--- src/rtl/pe_xbar_ctx_sched.sv ---
// Context scheduler for one 4x4 PE crossbar: plays stored switch words with per-context
// repeat counts, optionally looping, and drives the crossbar select from a register.
module pe_xbar_ctx_sched #(
    parameter int unsigned CTX_DEPTH = 8,
    parameter int unsigned AW        = 3,
    parameter int unsigned RPT_W     = 4,
    parameter logic [7:0]  IDLE_SW   = 8'b00_01_10_11
) (
    input  logic             clk,
    input  logic             rst_n,
    input  logic             cfg_we,
    input  logic [AW-1:0]    cfg_addr,
    input  logic [7:0]       cfg_switch,
    input  logic [RPT_W-1:0] cfg_rpt,
    input  logic [AW-1:0]    ctx_last,
    input  logic             loop_en,
    input  logic             start,
    input  logic             stop,
    output logic [7:0]       switch_out,
    output logic [AW-1:0]    cur_ctx,
    output logic             busy,
    output logic             done
);

    localparam int unsigned SW_W = 8;

    typedef enum logic [1:0] {
        ST_IDLE,
        ST_RUN,
        ST_FIN
    } state_t;

    state_t           state_q, state_d;
    logic [SW_W-1:0]  mem_sw_q  [CTX_DEPTH];
    logic [SW_W-1:0]  mem_sw_d  [CTX_DEPTH];
    logic [RPT_W-1:0] mem_rpt_q [CTX_DEPTH];
    logic [RPT_W-1:0] mem_rpt_d [CTX_DEPTH];
    logic [SW_W-1:0]  switch_q, switch_d;
    logic [AW-1:0]    cur_q, cur_d;
    logic [AW-1:0]    last_q, last_d;
    logic [RPT_W-1:0] cnt_q, cnt_d;
    logic             busy_q, busy_d;
    logic             done_q, done_d;
    logic             load;
    logic [AW-1:0]    nxt_idx;

    // Context store; loads read the post-write view so a same-cycle write is seen first.
    always_comb begin
        mem_sw_d  = mem_sw_q;
        mem_rpt_d = mem_rpt_q;
        if (cfg_we) begin
            mem_sw_d[cfg_addr]  = cfg_switch;
            mem_rpt_d[cfg_addr] = cfg_rpt;
        end
    end

    always_comb begin
        state_d  = state_q;
        switch_d = switch_q;
        cur_d    = cur_q;
        last_d   = last_q;
        cnt_d    = cnt_q;
        busy_d   = busy_q;
        done_d   = 1'b0;
        load     = 1'b0;
        nxt_idx  = '0;

        unique case (state_q)
            ST_IDLE: begin
                if (start) begin
                    state_d = ST_RUN;
                    load    = 1'b1;
                    last_d  = ctx_last;
                    busy_d  = 1'b1;
                end
            end
            ST_RUN: begin
                if (stop) begin
                    state_d  = ST_IDLE;
                    switch_d = IDLE_SW;
                    busy_d   = 1'b0;
                    cur_d    = '0;
                end else if (cnt_q != '0) begin
                    cnt_d = cnt_q - RPT_W'(1);
                end else if (cur_q != last_q) begin
                    load    = 1'b1;
                    nxt_idx = cur_q + AW'(1);
                end else if (loop_en) begin
                    load = 1'b1;
                end else begin
                    state_d  = ST_FIN;
                    switch_d = IDLE_SW;
                    busy_d   = 1'b0;
                    done_d   = 1'b1;
                    cur_d    = '0;
                end
            end
            ST_FIN: begin
                state_d = ST_IDLE;
            end
            default: begin
                state_d  = ST_IDLE;
                switch_d = IDLE_SW;
                busy_d   = 1'b0;
                cur_d    = '0;
            end
        endcase

        if (load) begin
            switch_d = mem_sw_d[nxt_idx];
            cnt_d    = mem_rpt_d[nxt_idx];
            cur_d    = nxt_idx;
        end
    end

    always_ff @(posedge clk or negedge rst_n) begin
        if (!rst_n) begin
            state_q  <= ST_IDLE;
            switch_q <= IDLE_SW;
            cur_q    <= '0;
            last_q   <= '0;
            cnt_q    <= '0;
            busy_q   <= 1'b0;
            done_q   <= 1'b0;
            for (int unsigned i = 0; i < CTX_DEPTH; i++) begin
                mem_sw_q[i]  <= IDLE_SW;
                mem_rpt_q[i] <= '0;
            end
        end else begin
            state_q   <= state_d;
            switch_q  <= switch_d;
            cur_q     <= cur_d;
            last_q    <= last_d;
            cnt_q     <= cnt_d;
            busy_q    <= busy_d;
            done_q    <= done_d;
            mem_sw_q  <= mem_sw_d;
            mem_rpt_q <= mem_rpt_d;
        end
    end

    assign switch_out = switch_q;
    assign cur_ctx    = cur_q;
    assign busy       = busy_q;
    assign done       = done_q;

endmodule

--- config.mk ---
export PLATFORM = sky130hd
export DESIGN_NAME = pe_xbar_ctx_sched
export DESIGN_NICKNAME = d
export VERILOG_FILES = /design/src/rtl/pe_xbar_ctx_sched.sv
export SDC_FILE = /design/constraint.sdc
export NUM_CORES = 1
export LEC_CHECK = 0
export BUFFER_PORTS_ARGS = -buffer_cell sky130_fd_sc_hd__buf_2
export CORE_MARGIN = 5
export CORE_UTILIZATION = 40
export DETAILED_ROUTE_END_ITERATION = 8
export PLACE_DENSITY = 0.59
export SLEW_MARGIN = 20
export SYNTH_ARGS = -nofsm -noshare
export SYNTH_HDL_FRONTEND = slang
export SYNTH_SLANG_ARGS = --single-unit
--- constraint.sdc ---
create_clock -name clk -period 3.85 [get_ports clk]
set_input_delay 0.1925 -clock clk [delete_from_list [all_inputs] [get_ports clk]]
set_output_delay 0.1925 -clock clk [all_outputs]
set_load 0.02 [all_outputs]
==> results of run 1 <==
-- layout make-up --
cell class,count,area (sq um),share of cell area [%]
Sequential cell,118,2998,44.75
Timing Repair Buffer,55,335.3,5.006
Inverter,7,26.28,0.3922
Clock buffer,23,467.9,6.985
Tap cell,180,225.2,3.362
Clock inverter,9,125.1,1.868
Multi-Input combinational cell,288,2521,37.64
-- registers in the layout (all words and copies together) (netlist names) --
signal,count
mem_rpt_q,32
last_q,3
cur_ctx,3
busy,1
cnt_q,4
mem_sw_q,64
state_q,2
done,1
switch_out,8
-- worst max-delay path: stages, from the launching register on --
cell and delay, ns:
sky130_fd_sc_hd__dfrtp_1 0.40, sky130_fd_sc_hd__inv_1 0.09, sky130_fd_sc_hd__ha_1 0.15, sky130_fd_sc_hd__nor3b_4 0.32, sky130_fd_sc_hd__o311a_1 0.49, sky130_fd_sc_hd__nand2_1 0.37, sky130_fd_sc_hd__o211a_1 0.32, sky130_fd_sc_hd__o21a_1 0.18
sky130_fd_sc_hd__a2111o_1 0.34
-- kinds of logic (layout without fill, tap and decap cells) --
| kind of cell | Yosys count | count (layout) | synth area share [%] |
|---|---|---|---|
| mux | 121 | 121 | 24.05 |
| flops | 118 | 118 | 53.10 |
| simple gates | 86 | 86 | 8.555 |
| compound gates | 73 | 73 | 10.31 |
| buf+inv | 29 | 94 | 2.549 |
| xor+xnor | 5 | 5 | 0.7759 |
| fa+ha+maj | 3 | 3 | 0.6650 |
-- cells in the final DEF (no fill, tap or decap), types with 9 or more instances in the layout --
master                       n
sky130_fd_sc_hd__a21o_1     12
sky130_fd_sc_hd__clkbuf_16  17
sky130_fd_sc_hd__mux2i_1    19
sky130_fd_sc_hd__nand2_1    31
sky130_fd_sc_hd__nor2_1     16
sky130_fd_sc_hd__buf_4      16
sky130_fd_sc_hd__o211a_1     9
sky130_fd_sc_hd__buf_2      35
sky130_fd_sc_hd__nor3_1     13
sky130_fd_sc_hd__dfstp_2    36
sky130_fd_sc_hd__dfrtp_1    82
sky130_fd_sc_hd__mux2_2     98
-- per-layer routing --
metal  GRT usage [%]  wire length, microns  vias up
li1                -                     -     1707
met5               0                     0        -
met1           23.03                  6115     1857
met2           26.71                  6347       83
met4           6.053                   218        0
met3           4.857                   651       15
-- worst paths after layout --
kind	end	slack, ns	depth (start not counted)
max	switch_out[2]$_DFFE_PN0P_	1.05	8
min	done$_DFF_PN0_	0.12	3
max reg2reg	switch_out[2]$_DFFE_PN0P_	1.05	8
min reg2reg	mem_rpt_q[25]$_DFF_PN0_	0.49	1
max in group asynchronous	state_q[0]$_DFFE_PN0P_	2.46	3
min in group asynchronous	mem_sw_q[29]$_DFF_PN0_	0.45	2
-- timing repair --
item / 4_1_cts / 5_1_grt
endpoints found under the setup margin: 0 / 0
endpoints found under the hold margin: 47 / 0
hold buffers: 4 / 0
-- stage by stage --
step | power [mW] | instance area (sq um) | setup slack, ns
detailed placement | 2.541 | 6066 | 1.006
global placement | 2.513 | 6066 | 1.073
floorplan | 2.278 | 5645 | 1.610
CTS | 4.147 | 6699 | 1.002
global route | 4.308 | 6699 | 0.8224
finish | 4.098 | 6699 | 1.054
-- power breakdown --
part | leakage (nW) | total [mW] | internal [mW] | switching [mW]
logic | 1.25 | 0.816 | 0.387 | 0.429
clock network | 0.287 | 1.59 | 1.05 | 0.539
registers | 1.37 | 1.70 | 1.59 | 0.110
total | 2.92 | 4.10 | 3.02 | 1.08
==> impl_table.tex, run 1 <==
\begin{tabular}{lr}
\hline
Metric & Value \\
\hline
\multicolumn{2}{l}{\textbf{Setup path}} \\
CP Data Arrival Time & between 3 and 4 ns \\
Worst setup path startpoint & cnt\_q[0]\$\_DFFE\_PN0P\_ \\
Capturing element type of the critical path & register \\
Start of the worst register-to-register path & cnt\_q[0]\$\_DFFE\_PN0P\_ \\
Startpoint Class & register \\
Largest driver fanout on the critical path & 14 \\
Crit path kind & reg -> reg \\
Data required time of the worst path & 4.13 ns \\
\multicolumn{2}{l}{\textbf{Clocking}} \\
Postcts setup bufs & 0 \\
Clock-pin slew on the worst setup and hold paths & about 0.050 ns \\
Max H-tree Level & 4 \\
Number of sinks driven by the clock tree & 118 \\
TritonCTS Buffers & 17 \\
Max Buffers Root-to-Sink & 2 \\
CTS tree & built \\
Clk root buf & sky130\_fd\_sc\_hd\_\_clkbuf\_16 \\
Insertion delay to the later sink of the worst-skew pair & about 0.41 ns \\
Number of resized instances in the post-cts repair step & 0 \\
\multicolumn{2}{l}{\textbf{STA}} \\
Slew @ Worst Pin & $\sim$0.84 ns \\
Highest achievable clock rate & around 360 MHz \\
Post-route fraction of the period consumed by the critical path & between 70\% and 80\% \\
Number of hold-slack violations in the final timing report & 0 \\
Total Neg Setup Slack & 0 ns \\
Shortest period the worst path allows & about 2.8 ns \\
Final hold slack & 0.1175 ns \\
Final setup violation count & 0 \\
Unrepaired setup endpoints after global routing & false \\
Max-slew violation total from the final report & 0 \\
Tightest slew margin relative to the limit & a little over two fifths \\
Worst clock skew on the final layout & 0.005775 ns \\
\multicolumn{2}{l}{\textbf{Cells and area}} \\
Antenna diode count & 0 \\
Final non-filler cell total & between 600 and 700 \\
Number of nets at the end of the flow & around 510 \\
Final core utilization & about half \\
Filler Cells Inserted & between 1000 and 1500 \\
Fraction of final layout cells with drive strength greater than 1 & $\sim$46\% \\
Area Overhead vs Synth & 18.66\% \\
\multicolumn{2}{l}{\textbf{Power and ir drop}} \\
Leakage component of the power & 2.916 nW \\
Maximum vdd ir drop & between 0.3 and 0.4 mV \\
Total power density per cell area & $\sim$610 mW/mm\^{}2 \\
\multicolumn{2}{l}{\textbf{Logic synthesis}} \\
Primary FF master, synth & sky130\_fd\_sc\_hd\_\_dfrtp\_1 \\
Count leader, synth & sky130\_fd\_sc\_hd\_\_mux2\_2 \\
Count of flip-flops with a built-in enable after synthesis & 0 \\
Distinct cell type count of the synthesized netlist & 57 \\
Area of the mapped netlist & between 0.005 and 0.006 sq mm \\
Main area contributors after synthesis & sky130\_fd\_sc\_hd\_\_dfrtp\_1 (36\%), sky130\_fd\_sc\_hd\_\_mux2\_2 (20\%), sky130\_fd\_sc\_hd\_\_dfstp\_2 (17\%), sky130\_fd\_sc\_hd\_\_mux2i\_1 (3.4\%), sky130\_fd\_sc\_hd\_\_nand2\_1 (2.1\%) \\
Cells after synthesis & approximately 440 \\
Leading post-synthesis cells by instance count & sky130\_fd\_sc\_hd\_\_mux2\_2 (98), sky130\_fd\_sc\_hd\_\_dfrtp\_1 (82), sky130\_fd\_sc\_hd\_\_dfstp\_2 (36) \\
Fraction of registers with async set/reset & 100.0\% \\
Yosys top cell by area & sky130\_fd\_sc\_hd\_\_dfrtp\_1 \\
Sequential share of the synthesized area & 53.10\% \\
Net count of the mapped netlist & 462 \\
Synthesized area divided by synthesized cell count & between 10 and 15 sq um \\
Area share of the leading cell type in the synthesized netlist & roughly 36\% \\
Count of state elements after synthesis & approximately 120 \\
Ys Warns & 0 \\
\multicolumn{2}{l}{\textbf{Routing}} \\
DRT iter0 DRCs & between 200 and 250 \\
Wire length after detailed routing & around 13 mm \\
Iteration count of the initial detailed-routing pass & 4 \\
Antenna viol nets, final & 0 \\
Wirelength per Cell & slightly below 20 microns \\
Remaining routing DRC violations & 0 \\
Vias per inst & 5.385 \\
Number of vias in the routed layout & about 3700 \\
\multicolumn{2}{l}{\textbf{Flow run}} \\
Reported max-cap violation count & 0 \\
\multicolumn{2}{l}{\textbf{Die}} \\
Height of the die & roughly 130 microns \\
Core Region & 0.01388 sq mm \\
Chip Width & between 100 and 150 microns \\
Row count & 43 \\
I/O pin total & 37 \\
Starting density of the core & 40.67\% \\
Total die area & between 0.015 and 0.02 sq mm \\
\multicolumn{2}{l}{\textbf{Worst hold path}} \\
Tightest Hold Check Type & in -> reg \\
Hold path startpoint & loop\_en \\
\multicolumn{2}{l}{\textbf{Outcome}} \\
Run status & finished clean \\
\multicolumn{2}{l}{\textbf{Global routing}} \\
Number of antenna violations at the first check in global routing & 0 \\
Global-route wire length before repair & $\sim$22 mm \\
Combined global-route utilization of all metal layers & roughly 17\% \\
Overflow left after global routing & 0 \\
Vias in the first global route & around 3900 \\
Largest net degree at the start of global routing & 68 \\
\multicolumn{2}{l}{\textbf{Place}} \\
Buffers added on ports & 36 \\
Total half-perimeter wirelength after legalization and detailed placement & slightly above 9 mm \\
Placed Cells incl. Taps & $\sim$640 \\
Final GP Congestion & between 0.8 and 0.9 \\
\hline
\end{tabular}
Note: power is estimated with default switching activity, not from simulation.
==> run 2: changes to the inputs <==
==> constraint.sdc (replaced) <==
create_clock -name clk -period 2.7 [get_ports clk]
set_input_delay 0.135 -clock clk [delete_from_list [all_inputs] [get_ports clk]]
set_output_delay 0.135 -clock clk [all_outputs]
set_load 0.02 [all_outputs]
==> impl_table.tex, run 2 (same netlist as run 1, synthesis figures left out) <==
\begin{tabular}{lr}
\hline
Metric & Value \\
\hline
\multicolumn{2}{l}{\textbf{Outcome}} \\
Run status & finished clean \\
\multicolumn{2}{l}{\textbf{Cells and area}} \\
Post-route cell area & 0.006788 sq mm (+1.3\%) \\
Final core utilization & 48.90\% (+0.64 points) \\
Filler Cells Inserted & 1250 (+0.56\%) \\
Fraction of final layout cells with drive strength greater than 1 & 47.08\% (+1.3 points) \\
Number of nets at the end of the flow & 528 (+2.7\%) \\
Antenna diode count & 0 (unchanged) \\
Register with the highest flop count & mem\_sw\_q \\
Highest-count cells in the layout ignoring fill and taps & sky130\_fd\_sc\_hd\_\_mux2\_2 (98), sky130\_fd\_sc\_hd\_\_dfrtp\_1 (82), sky130\_fd\_sc\_hd\_\_dfstp\_2 (36), sky130\_fd\_sc\_hd\_\_buf\_2 (35), sky130\_fd\_sc\_hd\_\_nand2\_1 (31) \\
Register area & 0.002998 sq mm (unchanged) \\
Area Overhead vs Synth & 20.23\% \\
Most common library cell in the layout ignoring fill and taps & sky130\_fd\_sc\_hd\_\_mux2\_2 \\
Final non-filler cell total & 694 (+2.1\%) \\
Max FFs per register & 64 (unchanged) \\
Area occupied by multi-input gates & 0.002521 sq mm (unchanged) \\
\multicolumn{2}{l}{\textbf{Die}} \\
Height of the die & 128.8 microns (unchanged) \\
Starting density of the core & 40.67\% (unchanged) \\
Chip Width & 128.8 microns (unchanged) \\
I/O pin total & 37 (unchanged) \\
Row count & 43 (unchanged) \\
Total die area & 0.01659 sq mm (unchanged) \\
Core Region & 0.01388 sq mm (unchanged) \\
\multicolumn{2}{l}{\textbf{Global routing}} \\
Global-route wire length before repair & 22.49 mm (+3.6\%) \\
Largest net degree at the start of global routing & 95 (+40\%) \\
Combined global-route utilization of all metal layers & 17.87\% (+0.70 points) \\
Vias in the first global route & 4067 (+5.0\%) \\
Overflow left after global routing & 0 (unchanged) \\
Number of antenna violations at the first check in global routing & 0 (unchanged) \\
\multicolumn{2}{l}{\textbf{STA}} \\
Unrepaired setup endpoints after global routing & false \\
Final hold slack & 0.04443 ns (-0.07305 ns) \\
Final setup violation count & 0 (unchanged) \\
Slew @ Worst Pin & 0.6784 ns (-0.1660 ns) \\
Worst clock skew on the final layout & 0.01245 ns (+0.006679 ns) \\
Number of hold-slack violations in the final timing report & 0 (unchanged) \\
Post-route fraction of the period consumed by the critical path & 93.14\% (+21 points) \\
Shortest period the worst path allows & 2.515 ns (-0.2816 ns) \\
Highest achievable clock rate & 397.6 MHz (+11\%) \\
Setup ws final & 0.1852 ns (-0.8684 ns) \\
Total Neg Setup Slack & 0 ns (unchanged) \\
Max-slew violation total from the final report & 0 (unchanged) \\
Tightest slew margin relative to the limit & 54.67\% (+11 points) \\
\multicolumn{2}{l}{\textbf{Setup path}} \\
Largest driver fanout on the critical path & 18 (+4) \\
CP Data Arrival Time & 2.81 ns (-0.27 ns) \\
Number of buffer and inverter instances along the worst setup path & 3 (+2) \\
Slowest CP cell & sky130\_fd\_sc\_hd\_\_dfrtp\_1 \\
Capturing element type of the critical path & register \\
Crit path top cell by count & sky130\_fd\_sc\_hd\_\_buf\_4 \\
Data required time of the worst path & 2.99 ns (-1.14 ns) \\
Crit-path cells & inv\_1, ha\_1, nor3b\_4, o311ai\_4, buf\_4, nor2\_2, buf\_4, mux2i\_1, nor3\_1, a2111o\_1 \\
Family with the most delay on the worst path & buffers and inverters \\
Crit path kind & reg -> reg \\
Startpoint Class & register \\
Largest stage delay on the critical path & 0.38 ns (-0.11 ns) \\
\multicolumn{2}{l}{\textbf{Clocking}} \\
Max Buffers Root-to-Sink & 2 (unchanged) \\
Postcts setup bufs & 0 (unchanged) \\
Number of sinks driven by the clock tree & 118 (unchanged) \\
Cts-stage hold buffer count & 4 (unchanged) \\
Insertion delay to the later sink of the worst-skew pair & 0.42 ns (about the same) \\
TritonCTS Buffers & 17 (unchanged) \\
Clk root buf & sky130\_fd\_sc\_hd\_\_clkbuf\_16 \\
CTS tree & built \\
Clock-pin slew on the worst setup and hold paths & 0.05 ns (about the same) \\
Number of resized instances in the post-cts repair step & 0 (unchanged) \\
Max H-tree Level & 4 (unchanged) \\
\multicolumn{2}{l}{\textbf{Place}} \\
Buffers added on ports & 36 (unchanged) \\
Total half-perimeter wirelength after legalization and detailed placement & 9.503 mm (+3.6\%) \\
Final GP Congestion & 0.8367 (-0.86\%) \\
Pre-CTS WS & 0.2098 ns (-0.7962 ns) \\
Area post-placement & 0.006183 sq mm (+1.9\%) \\
Placed Cells incl. Taps & 658 (+2.2\%) \\
\multicolumn{2}{l}{\textbf{Power and ir drop}} \\
Maximum vdd ir drop & 0.5877 mV (+80\%) \\
Final Power & 5.738 mW (+40\%) \\
Total power density per cell area & 845.3 mW/mm\^{}2 (+38\%) \\
Leakage component of the power & 2.984 nW (+2.3\%) \\
\multicolumn{2}{l}{\textbf{Routing}} \\
Antenna viol nets, final & 0 (unchanged) \\
Iteration count of the initial detailed-routing pass & 4 (unchanged) \\
Max Used Layer & met4 \\
Number of vias in the routed layout & 3767 (+2.9\%) \\
WL met2 & 6.640 mm (+4.6\%) \\
Vias per inst & 5.428 (+0.79\%) \\
Wire length after detailed routing & 13.95 mm (+4.6\%) \\
Remaining routing DRC violations & 0 (unchanged) \\
Routed metal-1 wirelength & 6.499 mm (+6.3\%) \\
Wirelength per Cell & 20.10 microns (+2.5\%) \\
DRT iter0 DRCs & 254 (+10\%) \\
Length of routed met3 wiring & 598 microns (-8.1\%) \\
\multicolumn{2}{l}{\textbf{Flow run}} \\
Reported max-cap violation count & 0 (unchanged) \\
\multicolumn{2}{l}{\textbf{Worst hold path}} \\
Tightest Hold Check Type & in -> reg \\
\hline
\end{tabular}
==> run 2: cell count changes in the layout (fill, tap and decap cells not counted), sizes merged <==
cell,delta
clkinvlp,-2
clkbuf,+7
buf,+14
bufinv,-3
clkinv,-2
==> run 2: path summary, 6_finish.rpt <==
| check | start | endpoint | slack, ns | depth (start not counted) |
|---|---|---|---|---|
| max | cnt_q[1]$_DFFE_PN0P_ | switch_out[6]$_DFFE_PN0P_ | 0.19 | 10 |
| min | loop_en | done$_DFF_PN0_ | 0.04 | 3 |
| max reg2reg | cnt_q[1]$_DFFE_PN0P_ | switch_out[6]$_DFFE_PN0P_ | 0.19 | 10 |
| min reg2reg | mem_rpt_q[27]$_DFF_PN0_ | mem_rpt_q[27]$_DFF_PN0_ | 0.49 | 1 |
| max in group asynchronous | rst_n | mem_sw_q[56]$_DFF_PN1_ | 1.71 | 3 |
| min in group asynchronous | rst_n | mem_rpt_q[19]$_DFF_PN0_ | 0.17 | 2 |
==> run 2: layer usage <==
layer | up-vias | GRT usage, %
met2 | 80 | 27.38
met5 | - | 0
met4 | 0 | 6.238
met3 | 14 | 5.106
li1 | 1737 | -
met1 | 1936 | 24.35
==> run 2: power by group <==
| group | switching (mW) | internal [mW] |
|---|---|---|
| combinational | 0.634 | 0.572 |
| sequential | 0.161 | 2.26 |
| clock | 0.744 | 1.36 |
| total | 1.54 | 4.20 |
==> run 2: area by class of cell <==
type	instances	share of cell area (%)
clock buffer	30	8.166
clock inverter	2	0.1475
inverter	7	0.3871
multi-input combinational	288	37.14
sequential	118	44.17
tap	180	3.318
timing repair buffer	69	6.673
==> run 2: worst reg2reg max path, stage by stage, from the launching register on <==
cell                       delay [ns]
sky130_fd_sc_hd__dfrtp_1         0.38
sky130_fd_sc_hd__inv_1           0.11
sky130_fd_sc_hd__ha_1            0.15
sky130_fd_sc_hd__nor3b_4         0.32
sky130_fd_sc_hd__o311ai_4        0.17
sky130_fd_sc_hd__buf_4           0.20
sky130_fd_sc_hd__nor2_2          0.10
sky130_fd_sc_hd__buf_4           0.30
sky130_fd_sc_hd__mux2i_1         0.29
sky130_fd_sc_hd__nor3_1          0.07
sky130_fd_sc_hd__a2111o_1        0.29
